===== src/rtl/ram32m_fifo_pkg.sv =====
// rtl/ram32m_fifo_pkg.sv - shared sizes and output-stage state type for the RAM32M FIFO
package ram32m_fifo_pkg;

  localparam int DEPTH  = 32;
  localparam int DATA_W = 6;
  localparam int PTR_W  = 5;
  localparam int CNT_W  = 6;

  typedef enum logic {
    ST_EMPTY = 1'b0,
    ST_HOLD  = 1'b1
  } out_state_t;

endpackage


===== src/rtl/ram32m_fifo_ctrl_ram32m.sv =====
// rtl/ram32m_fifo_ctrl_ram32m.sv - behavioural RAM32M: 32x2 quad-port, write on D address, async reads
module RAM32M #(
  parameter logic [63:0] INIT_A           = 64'h0,
  parameter logic [63:0] INIT_B           = 64'h0,
  parameter logic [63:0] INIT_C           = 64'h0,
  parameter logic [63:0] INIT_D           = 64'h0,
  parameter logic [0:0]  IS_WCLK_INVERTED = 1'b0
) (
  output logic [1:0] DOA,
  output logic [1:0] DOB,
  output logic [1:0] DOC,
  output logic [1:0] DOD,
  input  logic [1:0] DIA,
  input  logic [1:0] DIB,
  input  logic [1:0] DIC,
  input  logic [1:0] DID,
  input  logic [4:0] ADDRA,
  input  logic [4:0] ADDRB,
  input  logic [4:0] ADDRC,
  input  logic [4:0] ADDRD,
  input  logic       WE,
  input  logic       WCLK
);

  // Arrays hold the difference from INIT, so power-up contents equal INIT without a reset.
  logic [63:0] mem_a;
  logic [63:0] mem_b;
  logic [63:0] mem_c;
  logic [63:0] mem_d;
  logic        wclk_int;

  assign wclk_int = WCLK ^ IS_WCLK_INVERTED[0];

  // All four columns share the D-port write address.
  always_ff @(posedge wclk_int) begin
    if (WE) begin
      mem_a[{ADDRD, 1'b0} +: 2] <= DIA ^ INIT_A[{ADDRD, 1'b0} +: 2];
      mem_b[{ADDRD, 1'b0} +: 2] <= DIB ^ INIT_B[{ADDRD, 1'b0} +: 2];
      mem_c[{ADDRD, 1'b0} +: 2] <= DIC ^ INIT_C[{ADDRD, 1'b0} +: 2];
      mem_d[{ADDRD, 1'b0} +: 2] <= DID ^ INIT_D[{ADDRD, 1'b0} +: 2];
    end
  end

  assign DOA = mem_a[{ADDRA, 1'b0} +: 2] ^ INIT_A[{ADDRA, 1'b0} +: 2];
  assign DOB = mem_b[{ADDRB, 1'b0} +: 2] ^ INIT_B[{ADDRB, 1'b0} +: 2];
  assign DOC = mem_c[{ADDRC, 1'b0} +: 2] ^ INIT_C[{ADDRC, 1'b0} +: 2];
  assign DOD = mem_d[{ADDRD, 1'b0} +: 2] ^ INIT_D[{ADDRD, 1'b0} +: 2];

endmodule


===== src/rtl/ram32m_fifo_ctrl.sv =====
// rtl/ram32m_fifo_ctrl.sv - 32-entry RAM32M FIFO with registered output stage (33 words total)
module ram32m_fifo_ctrl
  import ram32m_fifo_pkg::*;
#(
  parameter int AFULL_LEVEL  = 30,
  parameter int AEMPTY_LEVEL = 2
) (
  input  logic              CLK,
  input  logic              RST,
  input  logic              FLUSH,
  input  logic              S_VALID,
  output logic              S_READY,
  input  logic [DATA_W-1:0] S_DATA,
  output logic              M_VALID,
  input  logic              M_READY,
  output logic [DATA_W-1:0] M_DATA,
  output logic [CNT_W-1:0]  COUNT,
  output logic              AFULL,
  output logic              AEMPTY
);

  logic [PTR_W-1:0] wr_ptr;
  logic [PTR_W-1:0] rd_ptr;
  logic [CNT_W-1:0] ram_cnt;
  out_state_t       state;
  out_state_t       state_next;
  logic             push;
  logic             load;
  logic             we;
  logic [1:0]       doa;
  logic [1:0]       dob;
  logic [1:0]       doc;
  logic [1:0]       dod_unused;

  // Ready depends on registered count only, so a load freeing a slot helps only next cycle.
  assign S_READY = (ram_cnt != CNT_W'(DEPTH));
  assign M_VALID = (state == ST_HOLD);
  assign push    = S_VALID && S_READY && !FLUSH;
  assign we      = push && !RST;
  // Load only from entries already written, so a flushed (stale) slot is never read out.
  assign load    = (ram_cnt != '0) && (!M_VALID || M_READY) && !FLUSH;

  assign COUNT   = ram_cnt + CNT_W'(M_VALID);
  assign AFULL   = (COUNT >= CNT_W'(AFULL_LEVEL));
  assign AEMPTY  = (COUNT <= CNT_W'(AEMPTY_LEVEL));

  RAM32M #(
    .INIT_A           (64'h0),
    .INIT_B           (64'h0),
    .INIT_C           (64'h0),
    .INIT_D           (64'h0),
    .IS_WCLK_INVERTED (1'b0)
  ) u_ram (
    .DOA   (doa),
    .DOB   (dob),
    .DOC   (doc),
    .DOD   (dod_unused),
    .DIA   (S_DATA[1:0]),
    .DIB   (S_DATA[3:2]),
    .DIC   (S_DATA[5:4]),
    .DID   (2'b00),
    .ADDRA (rd_ptr),
    .ADDRB (rd_ptr),
    .ADDRC (rd_ptr),
    .ADDRD (wr_ptr),
    .WE    (we),
    .WCLK  (CLK)
  );

  // Output-stage state register.
  always_ff @(posedge CLK) begin
    if (RST) state <= ST_EMPTY;
    else     state <= state_next;
  end

  // Output-stage next state: flush empties, a load fills, a take without refill empties.
  always_comb begin
    state_next = state;
    if (FLUSH)                     state_next = ST_EMPTY;
    else if (load)                 state_next = ST_HOLD;
    else if (M_VALID && M_READY)   state_next = ST_EMPTY;
  end

  // Pointers, RAM occupancy and the output data register.
  always_ff @(posedge CLK) begin
    if (RST) begin
      wr_ptr  <= '0;
      rd_ptr  <= '0;
      ram_cnt <= '0;
      M_DATA  <= '0;
    end else if (FLUSH) begin
      wr_ptr  <= '0;
      rd_ptr  <= '0;
      ram_cnt <= '0;
    end else begin
      if (push) wr_ptr <= wr_ptr + PTR_W'(1);
      if (load) begin
        rd_ptr <= rd_ptr + PTR_W'(1);
        M_DATA <= {doc, dob, doa};
      end
      ram_cnt <= ram_cnt + CNT_W'(push) - CNT_W'(load);
    end
  end

endmodule

===== config.mk =====
export PLATFORM = sky130hd
export DESIGN_NAME = ram32m_fifo_ctrl
export DESIGN_NICKNAME = d
export VERILOG_FILES = /design/src/rtl/ram32m_fifo_pkg.sv /design/src/rtl/ram32m_fifo_ctrl_ram32m.sv /design/src/rtl/ram32m_fifo_ctrl.sv
export SDC_FILE = /design/constraint.sdc
export NUM_CORES = 1
export LEC_CHECK = 0
export CAP_MARGIN = 20
export CELL_PAD_IN_SITES_DETAIL_PLACEMENT = 0
export CELL_PAD_IN_SITES_GLOBAL_PLACEMENT = 1
export CORE_ASPECT_RATIO = 0.7
export CORE_MARGIN = 2
export CORE_UTILIZATION = 40
export CTS_CLUSTER_SIZE = 10
export DETAILED_ROUTE_END_ITERATION = 12
export PLACE_DENSITY = 0.64
export SETUP_SLACK_MARGIN = 0.2
export SYNTH_ARGS = -nofsm -noshare
export SYNTH_HDL_FRONTEND = slang
export SYNTH_SLANG_ARGS = --single-unit

===== constraint.sdc =====
create_clock -name CLK -period 3 [get_ports CLK]
set_input_delay 0.6 -clock CLK [delete_from_list [all_inputs] [get_ports CLK]]
set_output_delay 0.6 -clock CLK [all_outputs]
set_load 0.02 [all_outputs]

==> flow_summary_export.csv <==
group,metric,value,unit
timing,fin_hold_ws,473,ps
detailed_routing,wl_per_cell,25.2,µm
hold_path,hp-class,"register to register",
timing,fmaxAchievable,366,MHz
critical_path,cp_num_cells,6,
clocking,clock_sinks,215,
power,power.leakage,3.94,nW
yosys,synthCells,832,
critical_path,setup.worst_path.start_class,"register",
critical_path,r2r_end,"ram_cnt[4]$_SDFF_PP0_",
detailed_routing,wl,31000,µm
global_routing,grt_pass1_wl,45700,µm
clocking,cts_setup_buffers,0,
timing,hold_viol,0,
yosys,syn_area_per_cell,12.3,µm²
job,cap_violations,0,
yosys,seq_area_frac_synth,60.7,%
detailed_routing,dr.pass1.iters,5,
critical_path,worstPathRequired,2400,ps
hold_path,hold_path_end,"M_DATA[4]$_SDFFE_PP0P_",
clocking,cts_buffer_depth,3,
critical_path,critPathMaxFanout,4,
critical_path,arrival,2130,ps
critical_path,cp-end-kind,"primary output",
finish,area_delta_synth_final,15.5,%
hold_path,holdCritStartpoint,"M_DATA[4]$_SDFFE_PP0P_",
global_routing,grt_max_degree,40,
clocking,cts_made_buffers,25,
timing,fin_skew,5.81,ps
detailed_routing,via_per_inst,5.70,
detailed_routing,drc,0,
finish,diodes,0,
finish,fill_cells,2211,
floorplanning,core_area,24900,µm²
timing,setup_viol,0,
timing,tns,0,ps
power,p_per_area,615,nW/µm²
finish,final_util,47.5,%
floorplanning,die_x,195,µm
finish,fin_cells,1228,
global_routing,grt_antenna_before_repair,0,
critical_path,cp_cell_sequence,"ha_1 > ha_1 > nand2_1 > xnor2_1 > a41o_1 > clkdlybuf4s15_2",
yosys,yosys_warnings,0,
clocking,path_clk_slew,60,ps
yosys,synth_edf_count,192,
detailed_routing,vias,6998,
critical_path,cp_slowest_cell,"dfxtp_2",
clocking,htree_levels,1,
yosys,synth_top_cell_by_area,"edfxtp_1",
floorplanning,die_y,138,µm
placement,place.gp.congestion,0.886,
finish,num-nets-final,925,
finish,drive_above_1_share,16.1,%
yosys,synth.most_common_cell,"nor2_1",
clocking,cts_tree,"built",
floorplanning,placementRows,48,
power,peakVddDrop,0.437,mV
timing,finalCritPeriodShare,91.1,%
floorplanning,dieArea,26900,µm²
placement,numPortBuffers,26,
floorplanning,io_pins,27,
timing,maxSlewViolCount,0,
yosys,synth-seq-cells,215,
critical_path,reg2reg_from,"ram_cnt[3]$_SDFF_PP0_",
placement,place_inst,1191,
detailed_routing,first_iter_violations,941,
global_routing,grt_overflow,0,
yosys,yosysUniqueCellTypes,52,
critical_path,reg2reg_depth,15,
yosys,ys_top_cells_by_area,"edfxtp_1, nor2_1, mux4_2, dfxtp_1, mux2i_1",
placement,hpwl,23000,µm
clocking,ctsRootBufferMaster,"clkbuf_16",
critical_path,worst-path-buf-inv,1,
yosys,synth_top_area_share,56.3,%
critical_path,crit_family,"adder cells",
critical_path,crit_path_frequent_cell,"ha_1",
yosys,netlist_top_cells_count,"nor2_1, edfxtp_1, nand2_1",
critical_path,worstSetupPathType,"register to primary output",
yosys,syn_area,10200,µm²
timing,fin_crit,2730,ps
hold_path,hold_depth,1,
timing,rsz0062_at_grt,"true",
detailed_routing,ant_nets,0,
global_routing,first_global_vias,6903,
status,status,"finished clean",
clocking,insertion_delay,510,ps
global_routing,grt_usage,23.7,%
yosys,syn_nets,864,
timing,worstMarginPinSlew,956,ps
yosys,synth_async_sr_flop_share,0,%
yosys,synth-main-ff-cell,"edfxtp_1",
critical_path,reg2reg_slack,300,ps
floorplanning,start_util,41.1,%
timing,maxSlewHeadroom,36.2,%
critical_path,max_stage_delay,390,ps
## layout by cell type, fill, tap and decap left out, types with 6 or more instances in the layout
cell type / Yosys / layout
nand3_1: 11 / 11
o221ai_1: 6 / 6
xor2_1: 6 / 6
clkbuf_16: 0 / 25
dfxtp_1: 23 / 18
nor2_1: 219 / 218
a21oi_1: 14 / 13
buf_4: 5 / 58
xnor2_1: 12 / 11
mux4_2: 36 / 36
inv_1: 13 / 13
edfxtp_1: 192 / 192
nor3_1: 9 / 9
and3_1: 6 / 6
mux2i_1: 30 / 30
clkbuf_1: 18 / 10
nand2b_1: 7 / 7
a32o_1: 6 / 6
and2_1: 40 / 40
ha_1: 20 / 20
clkdlybuf4s50_1: 0 / 20
nand2_1: 66 / 66
a22oi_1: 10 / 10
## metal layers
metal	part of all wire, %	GRT usage [%]	vias to the layer above
met3	12	7.66	53
met2	42	34.7	333
met1	45	34.6	3520
met5	0	0	-
met4	1.8	4.66	0
li1	-	-	3092
## cell type report
| cell class | count | area [µm²] | share of cell area, % |
|---|---|---|---|
| clock buffers | 35 | 663 | 5.60 |
| clock inverters | 2 | 8.76 | 0.0740 |
| inverters | 13 | 48.8 | 0.412 |
| multi-input cells | 551 | 3730 | 31.5 |
| flip-flops and latches | 215 | 6230 | 52.7 |
| well taps | 325 | 407 | 3.43 |
| repair buffers | 87 | 747 | 6.31 |
## registers in the layout, summed over array words and instances (netlist names)
signal and flops:
u_ram.mem_a 64, u_ram.mem_b 64, u_ram.mem_c 64, M_DATA 6, ram_cnt 6, rd_ptr 5
wr_ptr 5, M_VALID 1
## where the power goes
group / leakage (nW) / total, W / internal, W / switching [W]
logic: 1.48 / 0.00127 / 0.000581 / 0.000692
registers: 2.13 / 0.00338 / 0.00329 / 0.0000935
clock network: 0.325 / 0.00263 / 0.00151 / 0.00112
total: 3.94 / 0.00728 / 0.00538 / 0.00190
## metrics by stage
stage,power (W),worst slack (ps),area (µm²)
6_report,0.00728,266,11800
5_1_grt,0.00755,7.17,11800
4_1_cts,0.00730,74.0,11800
3_5_place_dp,0.00470,76.4,11100
3_3_place_gp,0.00468,29.4,11100
2_1_floorplan,0.00426,249,10200
## worst max-delay path by stage
stage / startpoint / to / slack, ps
floorplan: ram_cnt[2]$_SDFF_PP0_ / ram_cnt[4]$_SDFF_PP0_ / 250
global placement: M_READY / ram_cnt[4]$_SDFF_PP0_ / 30
detailed placement: M_READY / ram_cnt[4]$_SDFF_PP0_ / 80
CTS: ram_cnt[0]$_SDFF_PP0_ / AEMPTY / 70
global route: ram_cnt[4]$_SDFF_PP0_ / ram_cnt[4]$_SDFF_PP0_ / 7
finish: ram_cnt[0]$_SDFF_PP0_ / AFULL / 270
## cell families (layout without fill, tap and decap cells)
| kind of cell | after synthesis | count (layout) | synth area share [%] |
|---|---|---|---|
| xor+xnor | 19 | 19 | 1.70 |
| simple gates | 384 | 384 | 16.7 |
| mux | 66 | 66 | 10.8 |
| fa+ha+maj | 21 | 21 | 2.64 |
| compound gates | 61 | 61 | 4.13 |
| buf+inv | 66 | 137 | 3.26 |
| flops | 215 | 215 | 60.7 |
## what timing repair did
action	in CTS	in global routing
gates resized for setup	11	11
setup endpoints to repair	7	49
endpoints found under the hold margin	0	0
hold buffers	0	0
Note: power is estimated with default switching activity, not from simulation.
